`config.mk`:
```
export PLATFORM = sky130hd
export DESIGN_NAME = mix_columns_seq_flat
export DESIGN_NICKNAME = d
export VERILOG_FILES = /design/src/rtl/mix_columns_seq_if.sv /design/src/rtl/mix_columns_seq.sv /design/src/flat_wrapper.sv
export SDC_FILE = /design/constraint.sdc
export NUM_CORES = 1
export LEC_CHECK = 0
export ABC_AREA = 1
export CELL_PAD_IN_SITES_DETAIL_PLACEMENT = 0
export CELL_PAD_IN_SITES_GLOBAL_PLACEMENT = 1
export CORE_ASPECT_RATIO = 1.75
export CORE_UTILIZATION = 37
export CTS_BUF_LIST = sky130_fd_sc_hd__clkbuf_16
export DETAILED_ROUTE_END_ITERATION = 7
export GPL_TIMING_DRIVEN = 0
export PLACE_DENSITY = 0.95
export SLEW_MARGIN = 20
export SYNTH_ARGS = -nofsm -noshare
export SYNTH_HDL_FRONTEND = slang
export SYNTH_SLANG_ARGS = --single-unit
```
`constraint.sdc`:
```
create_clock -name clk -period 5.1 [get_ports clk]
set_clock_uncertainty 0.2 [all_clocks]
set_input_delay 1.53 -clock clk [delete_from_list [all_inputs] [get_ports clk]]
set_output_delay 1.53 -clock clk [all_outputs]
set_load 0.05 [all_outputs]
```
`src/rtl/mix_columns_seq_if.sv`:
```
// Valid/ready bundle carrying one 128-bit AES state into and out of the
// forward MixColumns engine.
interface mix_columns_seq_if;
    logic         in_valid;
    logic         in_ready;
    logic [127:0] in_data;
    logic         in_bypass;
    logic         out_valid;
    logic         out_ready;
    logic [127:0] out_data;

    modport master (
        output in_valid,
        output in_data,
        output in_bypass,
        output out_ready,
        input  in_ready,
        input  out_valid,
        input  out_data
    );

    modport slave (
        input  in_valid,
        input  in_data,
        input  in_bypass,
        input  out_ready,
        output in_ready,
        output out_valid,
        output out_data
    );
endinterface

```
`src/rtl/mix_columns_seq.sv`:
```
// Forward AES MixColumns engine: transforms a latched state in place,
// COLS_PER_CYCLE columns per BUSY cycle, with a per-state bypass for the final round.
module mix_columns_seq #(
    parameter int COLS_PER_CYCLE = 1
) (
    input  logic              clk,
    input  logic              rst_n,
    mix_columns_seq_if.slave  bus
);

    generate
        if (COLS_PER_CYCLE != 1 && COLS_PER_CYCLE != 2 && COLS_PER_CYCLE != 4) begin : g_bad_param
            $error("mix_columns_seq: COLS_PER_CYCLE must be 1, 2 or 4");
        end
    endgenerate

    localparam logic [1:0] CNT_STEP = 2'(COLS_PER_CYCLE);
    localparam logic [1:0] CNT_LAST = 2'(4 - COLS_PER_CYCLE);

    typedef enum logic [1:0] {
        IDLE = 2'd0,
        BUSY = 2'd1,
        DONE = 2'd2
    } state_t;

    state_t            state_reg;
    logic [1:0]        cnt_reg;
    logic              bypass_reg;
    logic              in_ready_reg;
    logic              out_valid_reg;
    // Column 0 sits in the most significant word, matching the bus layout.
    logic [0:3][31:0]  col_reg;

    logic [1:0]        lane_idx [COLS_PER_CYCLE];
    logic [31:0]       lane_col [COLS_PER_CYCLE];
    logic [31:0]       lane_res [COLS_PER_CYCLE];

    function automatic logic [7:0] xtime(input logic [7:0] x);
        return {x[6:0], 1'b0} ^ (x[7] ? 8'h1b : 8'h00);
    endfunction

    function automatic logic [31:0] mix_column(input logic [31:0] col);
        logic [7:0] a0, a1, a2, a3;
        logic [7:0] b0, b1, b2, b3;
        a0 = col[31:24];
        a1 = col[23:16];
        a2 = col[15:8];
        a3 = col[7:0];
        // 3x is folded in as xtime(x) ^ x.
        b0 = xtime(a0) ^ xtime(a1) ^ a1 ^ a2 ^ a3;
        b1 = a0 ^ xtime(a1) ^ xtime(a2) ^ a2 ^ a3;
        b2 = a0 ^ a1 ^ xtime(a2) ^ xtime(a3) ^ a3;
        b3 = xtime(a0) ^ a0 ^ a1 ^ a2 ^ xtime(a3);
        return {b0, b1, b2, b3};
    endfunction

    generate
        for (genvar gi = 0; gi < COLS_PER_CYCLE; gi++) begin : g_lane
            assign lane_idx[gi] = cnt_reg + 2'(gi);
            assign lane_col[gi] = col_reg[lane_idx[gi]];
            assign lane_res[gi] = bypass_reg ? lane_col[gi] : mix_column(lane_col[gi]);
        end
    endgenerate

    always_ff @(posedge clk or negedge rst_n) begin
        if (!rst_n) begin
            state_reg     <= IDLE;
            cnt_reg       <= 2'd0;
            bypass_reg    <= 1'b0;
            in_ready_reg  <= 1'b1;
            out_valid_reg <= 1'b0;
            col_reg       <= '0;
        end else begin
            case (state_reg)
                IDLE: begin
                    if (bus.in_valid && in_ready_reg) begin
                        col_reg      <= bus.in_data;
                        bypass_reg   <= bus.in_bypass;
                        cnt_reg      <= 2'd0;
                        in_ready_reg <= 1'b0;
                        state_reg    <= BUSY;
                    end
                end
                BUSY: begin
                    for (int l = 0; l < COLS_PER_CYCLE; l++) begin
                        col_reg[lane_idx[l]] <= lane_res[l];
                    end
                    cnt_reg <= cnt_reg + CNT_STEP;
                    if (cnt_reg == CNT_LAST) begin
                        out_valid_reg <= 1'b1;
                        state_reg     <= DONE;
                    end
                end
                DONE: begin
                    // in_ready comes from a register, so out_ready never reaches it combinationally.
                    if (bus.out_ready) begin
                        out_valid_reg <= 1'b0;
                        in_ready_reg  <= 1'b1;
                        state_reg     <= IDLE;
                    end
                end
                default: begin
                    in_ready_reg  <= 1'b1;
                    out_valid_reg <= 1'b0;
                    state_reg     <= IDLE;
                end
            endcase
        end
    end

    assign bus.in_ready  = in_ready_reg;
    assign bus.out_valid = out_valid_reg;
    // Gating with out_valid keeps partial results and post-reset garbage off the bus.
    assign bus.out_data  = out_valid_reg ? col_reg : 128'd0;

endmodule

```
`src/flat_wrapper.sv`:
```
// flat-port wrapper written by rule: the top's interface ports become plain ports
module mix_columns_seq_flat 
#(
    parameter int COLS_PER_CYCLE = 1
)
  (clk, rst_n, bus_in_valid, bus_in_data, bus_in_bypass, bus_out_ready, bus_in_ready, bus_out_valid, bus_out_data);
  mix_columns_seq_if bus_i ();
  input  logic clk;
  input  logic rst_n;
  input wire logic [$bits(bus_i.in_valid)-1:0] bus_in_valid;
  input wire logic [$bits(bus_i.in_data)-1:0] bus_in_data;
  input wire logic [$bits(bus_i.in_bypass)-1:0] bus_in_bypass;
  input wire logic [$bits(bus_i.out_ready)-1:0] bus_out_ready;
  output wire logic [$bits(bus_i.in_ready)-1:0] bus_in_ready;
  output wire logic [$bits(bus_i.out_valid)-1:0] bus_out_valid;
  output wire logic [$bits(bus_i.out_data)-1:0] bus_out_data;
  assign bus_i.in_valid = bus_in_valid;
  assign bus_i.in_data = bus_in_data;
  assign bus_i.in_bypass = bus_in_bypass;
  assign bus_i.out_ready = bus_out_ready;
  assign bus_in_ready = bus_i.in_ready;
  assign bus_out_valid = bus_i.out_valid;
  assign bus_out_data = bus_i.out_data;
  mix_columns_seq #(.COLS_PER_CYCLE(COLS_PER_CYCLE)) u_core (.clk(clk), .rst_n(rst_n), .bus(bus_i));
endmodule
```
---- Yosys cells after proc, flatten, opt, wreduce, memory -nomap -nowiden ----
Index checks and enable logic that the tools add are counted.
Widths: inputs -> output; s select.
storage, ports and cells
  register bits ........................... 135
  latch bits .............................. 0
  RAM bits ................................ 0
  bits in read-only memories .............. 0
  memories ................................ 0
cells by class
  add/subtract/negate cells ............... 1
  $mul .................................... 0
  divide/modulo/power cells ............... 0
  order comparisons ....................... 2
  equal/unequal tests ..................... 6
  shift operators ......................... 0
  multiplexer cells ....................... 26
  bitwise logic cells ..................... 23
  reductions and logical operators ........ 9
operator list
  cell                 count
  $mux 128             2
  $pmux 128 s2         1
  $xor 8x8->8          19
  $bwmux 128           1
  $mux 32              4
  $bmux 32 s2          1
  $demux 32 s2         1
  $mux 5               4
  $reduce_and 3->1     3
  $mux 2               4
  $xor 8x5->8          1
  $pmux 1 s3           2
  $pmux 2 s3           1
  $eq 2x2->1 const B   2
  $mux 1               4
  $ne 2x1->1 const B   2
  $pmux 2 s2           1
  $reduce_and 2->1     2
  $ge 3x3->1 const B   1
  $lt 3x1->1 const B   1
  $not 2->3            1
  $add 2x1->2 const B  1
  $eq 2x1->1 const B   1
  $logic_and 1x1->1    2
  4 further kinds      5

---- Longest topological paths before layout ----
Gate-level depths: netlist of run 1.
  word-level depth ........................ 13
  gate-level depth with buffers ........... 18
  mapped depth without buffers ............ 16

---- Worst setup path after synthesis of run 1 ----
Ideal clock, no wire load.
  path type ............................... register to output
  from .................................... register u_core.out_valid_reg (netlist: u_core.bus.out_valid)
  to ...................................... output bus_out_data[117]
  arrival ................................. 1.618 ns
  slack ................................... 1.752 ns
  stages on the path, launching flop included .. 5
  path buffers ............................ 2
  path through ............................ dfrtp_1 -> clkbuf_1 -> clkbuf_1 -> nand2_1 -> inv_1
between the ends
  longest elaborated chain between the ends .. 1
RTL lines
  item                    RTL line                text
  from (decl)             mix_columns_seq.sv:30   logic out_valid_reg;
  from (signal assigned)  mix_columns_seq.sv:71   out_valid_reg <= 1'b0;
  from (signal assigned)  mix_columns_seq.sv:90   out_valid_reg <= 1'b1;
  from (signal assigned)  mix_columns_seq.sv:97   out_valid_reg <= 1'b0;
  $mux 128                mix_columns_seq.sv:114  assign bus.out_data = out_valid_reg ? col_reg : 128'd0;
  to (decl)               flat_wrapper.sv:16      output wire logic [$bits(bus_i.out_data)-1:0] bus_out_data;
No other way between the ends.

---- Final worst setup path of run 1 ----
  from .................................... register u_core.out_valid_reg (netlist: u_core.bus.out_valid)
  to ...................................... output bus_out_data[75]
Same word-level chain as after synthesis.

==> results by group, run 1 <==
Clock network
  – Worst skew pair latency: between 0.4 and 0.5 ns
  – Post-CTS Setup Bufs: 0
  – Root Driver: clkbuf_16
  – H-tree depth: 4
  – Clk sinks: ~140
  – Num CTS Buffers: 17
  – # resized after CTS: 0
  – TritonCTS clock tree: yes
  – Clock Pin Slew Worst Setup and Hold Paths: approximately 0.070 ns
  – Post-CTS Hold Fix Bufs: 0
  – Longest Clk Path Bufs: 2

Worst setup path
  – Worst Setup SP: u_core.bus.out_valid
  – Critical path class: reg -> out
  – R2R cell count: 10
  – Critical Path RT: between 3 and 4 ns
  – CP Capture Type: output pin
  – Critical R2R Launch: u_core.cnt_reg[1]
  – Startpoint types: flop
  – Reg-to-reg endpoint: u_core.col_reg[80]
  – Critical Path AT: approximately 3.4 ns
  – Worst Setup EP: bus_out_data[75]
  – Critical Path Fanout Max: 10
  – R2R setup slack: ~1.8 ns

Global route
  – Total Routing Usage GR: 0.406
  – Vias in the first global route: approximately 14000
  – GRT overflow: 0
  – Largest net degree at the start of global routing: 75
  – Antenna violations before repair: 1
  – First-pass GRT wire length: ~90000 µm

Floorplanning
  – Die outline height: between 200 and 250 µm
  – Core Rows: 82
  – Placeable Area: about 0.029 mm²
  – Area of the die: 0.0302 mm²
  – I/O pin total: 263
  – DIE WIDTH: around 130 µm
  – Starting Density: 0.378

Synthesis
  – Syn Std Cell Area: roughly 0.011 mm²
  – #FFs+latches synth: roughly 140
  – Synth Warn #: 0
  – Yosys cell types: 33
  – Seq/Total Area, Yosys: 0.310
  – Mapped Cells: between 1500 and 2000
  – Syn Nets: 1987
  – Syn avg cell area: between 5 and 6 µm²

STA
  – Final Hold Slack: roughly 0.29 ns
  – Setup violations, final: 1
  – Final min period: ~5 ns
  – Worst setup margin: -0.0365 ns
  – Slew Limit Fails: 0
  – Hold Fails Final Rpt: 0
  – Worst-Margin Slew: 1.17 ns
  – Slew HR: 0.218
  – Final clock period utilization by the worst path: 1.01
  – Fmax: 195 MHz
  – RSZ-0062 raised after global routing: false

Job
  – Maxcap violations: 0

Min path
  – HP Class: reg -> reg
  – Worst Hold Path Cells: 2

Placed design
  – DP HPWL: around 46000 µm
  – PortBufs: approximately 260
  – Worst slack, placed: about 0.56 ns
  – Gpl congestion: between 1 and 1.5

Status
  – Run status: finished with violations
  – Failing checks: setup timing

Drt
  – WL per Instance: 24.1 µm
  – Post-DRT Antenna Nets: 0
  – Via count: around 14000
  – First-pass DRT Iterations: 6
  – DRC violations left: 0
  – Drt total wl: 60900 µm
  – Vias per Instance: approximately 5.6
  – Initial drt markers: between 1500 and 2000

Layout
  – Final #Nets: between 2000 and 2500
  – Antenna diodes: 0
  – FILL cells: roughly 3000
  – Area grow syn2layout: 33.8%
  – Sequential Area: roughly 0.0034 mm²
  – Area occupied by multi-input gates: approximately 0.0064 mm²
  – Max FFs per register: 128
  – Share of layout cells above drive strength 1: 0.0699
[through the flow]
stage / TNS [ns] / instance area (µm²) / util / std cells
3_3_place_gp: -468.95 / 14000 / 0.485 / 2490
2_1_floorplan: 0 / 10900 / - / 1850
4_1_cts: 0 / 14600 / 0.506 / 2523
3_5_place_dp: 0 / 14000 / 0.487 / 2491
5_1_grt: 0 / 14600 / 0.506 / 2523
6_report: -0.0365 / 14600 / 0.506 / 2523
[layer usage]
metal | vias to the layer above | GRT usage | part of all wire
met5 | - | 0 | 0.00026
met4 | 2 | 0.353 | 0.093
met3 | 284 | 0.0881 | 0.092
met2 | 940 | 0.685 | 0.48
met1 | 6586 | 0.426 | 0.33
li1 | 6356 | - | -
[cells in the mapped netlist (all sizes together)]
cell type | instances | share of area
nor2 | 46 | 0.016
o21bai | 1 | 0.00069
ha | 4 | 0.0046
clkbuf | 50 | 0.017
inv | 181 | 0.063
clkinv | 2 | 0.00069
buf | 39 | 0.026
nand3 | 344 | 0.17
xor2 | 3 | 0.0031
nand3b | 4 | 0.0028
dfstp | 1 | 0.0024
o21ai | 6 | 0.0031
xnor2 | 5 | 0.0047
a21oi | 79 | 0.037
a22o | 4 | 0.0032
dfrtp | 134 | 0.31
o211ai | 6 | 0.0041
nand2 | 941 | 0.34
[cells by family after synthesis]
logic type / synth area share
compound gates: 0.0481
xor+xnor: 0.00781
fa+ha+maj: 0.00459
buf+inv: 0.107
flops: 0.310
simple gates: 0.522
[area by class of cell]
| class | count | share of cell area |
|---|---|---|
| timing repair buffer | 263 | 0.182 |
| multi-input combinational | 1443 | 0.436 |
| clock buffer | 17 | 0.0292 |
| buffer | 89 | 0.0324 |
| inverter | 183 | 0.0478 |
| tap | 378 | 0.0324 |
| clock inverter | 15 | 0.00875 |
| sequential | 135 | 0.232 |
[cell usage in the layout, fill, tap and decap left out, types with 17 or more instances in the layout]
cell type,Yosys,layout
dfrtp_1,134,134
a21oi_1,77,77
nand2_1,886,886
clkbuf_1,50,50
inv_1,172,174
nor2_1,45,45
clkbuf_16,0,17
nand2_2,54,54
clkdlybuf4s50_1,0,261
nand3_1,326,326
nand3_2,18,18
[worst max-delay path, cell delays in order (launching register included)]
cell	delay [ns]
dfrtp_1	0.45
clkbuf_1	0.48
clkbuf_1	0.83
nand2_1	0.25
inv_1	0.12
clkdlybuf4s50_1	0.81
[how the worst min path moves through the flow]
stage,start,endpoint,slack (ns)
2_1_floorplan,u_core.col_reg[10],u_core.col_reg[10],0.29
3_3_place_gp,u_core.bus.in_ready,u_core.bus.in_ready,0.28
3_5_place_dp,u_core.bus.in_ready,u_core.bus.in_ready,0.27
4_1_cts,u_core.bus.in_ready,u_core.bus.in_ready,0.29
5_1_grt,u_core.bus.in_ready,u_core.bus.in_ready,0.32
6_report,u_core.bus.in_ready,u_core.bus.in_ready,0.29
Power of run 1 is left out: the tool's default activity adds up to more than one toggle a clock period on the data nets, which glitch-free logic cannot reach.
==> run 2, diff against run 1 <==
--- a/config.mk
+++ b/config.mk
@@ -6,6 +6,7 @@
 export NUM_CORES = 1
 export LEC_CHECK = 0
 export ABC_AREA = 1
+export CAP_MARGIN = 10
 export CELL_PAD_IN_SITES_DETAIL_PLACEMENT = 0
 export CELL_PAD_IN_SITES_GLOBAL_PLACEMENT = 1
 export CORE_ASPECT_RATIO = 1.75
==> results of run 2 <==
No change in the layout: final DEF, timing and power equal those of run 1.
Power of run 2 is left out for the same reason.
==> run 3, diff against run 2 <==
--- a/config.mk
+++ b/config.mk
@@ -10,11 +10,11 @@
 export CELL_PAD_IN_SITES_DETAIL_PLACEMENT = 0
 export CELL_PAD_IN_SITES_GLOBAL_PLACEMENT = 1
 export CORE_ASPECT_RATIO = 1.75
-export CORE_UTILIZATION = 37
+export CORE_UTILIZATION = 32
 export CTS_BUF_LIST = sky130_fd_sc_hd__clkbuf_16
 export DETAILED_ROUTE_END_ITERATION = 7
 export GPL_TIMING_DRIVEN = 0
-export PLACE_DENSITY = 0.95
+export PLACE_DENSITY = 0.89
 export SLEW_MARGIN = 20
 export SYNTH_ARGS = -nofsm -noshare
 export SYNTH_HDL_FRONTEND = slang
==> constraint.sdc (replaced) <==
create_clock -name clk -period 5.1 [get_ports clk]
set_clock_uncertainty 0.2 [all_clocks]
set_input_delay 1.53 -clock clk [delete_from_list [all_inputs] [get_ports clk]]
set_output_delay 1.53 -clock clk [all_outputs]
set_load 0.02 [all_outputs]
==> run 3 against run 2 <==
The run now ends clean; first-iteration DRC count rose by 6.0%; critical path type unchanged; non-clock buffer count is the same; register-to-register slack about the same; highest routed layer is now met4; count of clock-buffer cells in the layout unchanged; die area is 15% higher; via count shrank 0.24%; sequential share of layout area down 0.17 points; critical endpoint is now bus_out_data[79].
==> results by group, run 3 (synthesis results as in run 1) <==
Status
  – Run status: complete, no violations

Clock network
  – Num CTS Buffers: 17 (unchanged)
  – H-tree depth: 4 (unchanged)
  – Root Driver: clkbuf_16
  – TritonCTS clock tree: yes
  – Post-CTS Hold Fix Bufs: 0 (unchanged)
  – # resized after CTS: 0 (unchanged)
  – Post-CTS Setup Bufs: 0 (unchanged)
  – Worst skew pair latency: 0.46 ns (about the same)
  – Longest Clk Path Bufs: 2 (unchanged)
  – Clk sinks: 135 (unchanged)
  – Clock Pin Slew Worst Setup and Hold Paths: 0.06 ns (about the same)

Layout
  – Cell area after layout: 0.0147 mm² (+0.74%)
  – Max FFs per register: 128 (unchanged)
  – Final #Nets: 2269 (unchanged)
  – Final Non-Filler Cells: 2599 (+3.0%)
  – Leading cell type in the layout, fill and taps excluded: nand2_1
  – Area grow syn2layout: 34.8%
  – Antenna diodes: 0 (unchanged)
  – Most frequent cells in the layout: nand2_1, nand3_1, clkdlybuf4s50_1
  – Share of layout cells above drive strength 1: 0.0709 (+0.000965)
  – Final Util: 0.437 (-0.0690)

Floorplanning
  – Starting Density: 0.324 (-0.0540)
  – Area of the die: 0.0348 mm² (+15%)
  – Die outline height: 246 µm (+7.5%)
  – DIE WIDTH: 142 µm (+7.4%)
  – Core Rows: 89 (+8.5%)
  – I/O pin total: 263 (unchanged)
  – Placeable Area: 0.0336 mm² (+17%)

Drt
  – First-pass DRT Iterations: 6 (unchanged)
  – Post-DRT Antenna Nets: 0 (unchanged)
  – Vias per Instance: 5.44 (-3.2%)
  – Drt total wl: 61400 µm (+0.85%)
  – DRC violations left: 0 (unchanged)
  – Initial drt markers: 1652 (+6.0%)
  – Via count: 14100 (-0.24%)
  – WL per Instance: 23.6 µm (-2.1%)

Placed design
  – Placed Area: 0.0141 mm² (+0.70%)
  – Gpl congestion: 0.992 (-6.0%)
  – PortBufs: 262 (unchanged)
  – Worst slack, placed: 0.875 ns (+0.317 ns)
  – DP HPWL: 46100 µm (-0.77%)
  – Cells after DPL: 2568 (+3.1%)

Worst setup path
  – Startpoint types: flop
  – R2R setup slack: 1.82 ns (about the same)
  – CP Capture Type: output pin
  – Critical path class: reg -> out
  – Critical Path Fanout Max: 10 (unchanged)
  – Critical Path RT: 3.37 ns (about the same)
  – Critical Path AT: 3.11 ns (-0.30 ns)

STA
  – Slew HR: 0.109 (-0.109)
  – Worst setup margin: 0.260 ns (+0.296 ns)
  – Setup violations, final: 0 (-1)
  – Final clock period utilization by the worst path: 0.949 (-0.0581)
  – Slew Limit Fails: 0 (unchanged)
  – Fmax: 207 MHz (+6.1%)
  – RSZ-0062 raised after global routing: false
  – Worst-Margin Slew: 1.34 ns (+0.164 ns)
  – Final min period: 4.84 ns (-0.296 ns)
  – Hold Fails Final Rpt: 0 (unchanged)

Global route
  – GRT overflow: 0 (unchanged)
  – First-pass GRT wire length: 86600 µm (-1.0%)
  – Total Routing Usage GR: 0.353 (-0.0534)
  – Largest net degree at the start of global routing: 73 (-2.7%)
  – Antenna violations before repair: 0 (-1)
  – Vias in the first global route: 13500 (-2.1%)

Job
  – Maxcap violations: 0 (unchanged)

Min path
  – HP Class: reg -> reg
run 3: changes by cell type in the layout (fill, tap and decap cells not counted), sizes merged:
| cell | delta |
|---|---|
| clkinv | +1 |
| bufinv | +1 |
| clkinvlp | +1 |
| inv | -4 |
run 3: final timing paths:
path                                      start                  end  depth (start not counted)
setup / recovery           u_core.bus.out_valid     bus_out_data[79]                          5
hold / removal              u_core.bus.in_ready  u_core.bus.in_ready                          2
setup reg to reg              u_core.cnt_reg[1]   u_core.col_reg[76]                         10
hold reg to reg             u_core.bus.in_ready  u_core.bus.in_ready                          2
max in group asynchronous                 rst_n   u_core.col_reg[66]                          2
min in group asynchronous                 rst_n   u_core.col_reg[82]                          1
run 3: per-layer routing:
metal  vias to the layer above  share of wire  GRT usage
met4                         0          0.081      0.262
li1                       6353              -          -
met1                      6724           0.35      0.385
met3                       255          0.077     0.0597
met5                         -              0          0
met2                       802           0.49      0.609
run 3: cell type report:
| cell class | instances | area (µm²) |
|---|---|---|
| timing repair buffer | 263 | 2660 |
| multi-input combinational | 1443 | 6350 |
| sequential | 135 | 3380 |
| inverter | 183 | 697 |
| fill | 3722 | 18900 |
| clock buffer | 17 | 425 |
| clock inverter | 14 | 138 |
| buffer | 89 | 473 |
| tap | 455 | 569 |
run 3: critical path: stages (launching register included):
cell,delay (ns)
dfrtp_1,0.44
clkbuf_1,0.45
clkbuf_1,0.84
nand2_1,0.22
inv_1,0.11
clkdlybuf4s50_1,0.60
run 3: metrics by stage:
step / hold WS (ns) / setup TNS [ns]
final: 0.286 / 0
after floorplan: 0.287 / 0
after global routing: 0.319 / 0
after detailed placement: 0.273 / 0
after global placement: 0.266 / -476.05
after CTS: 0.284 / 0
Power of run 3 is left out for the same reason.
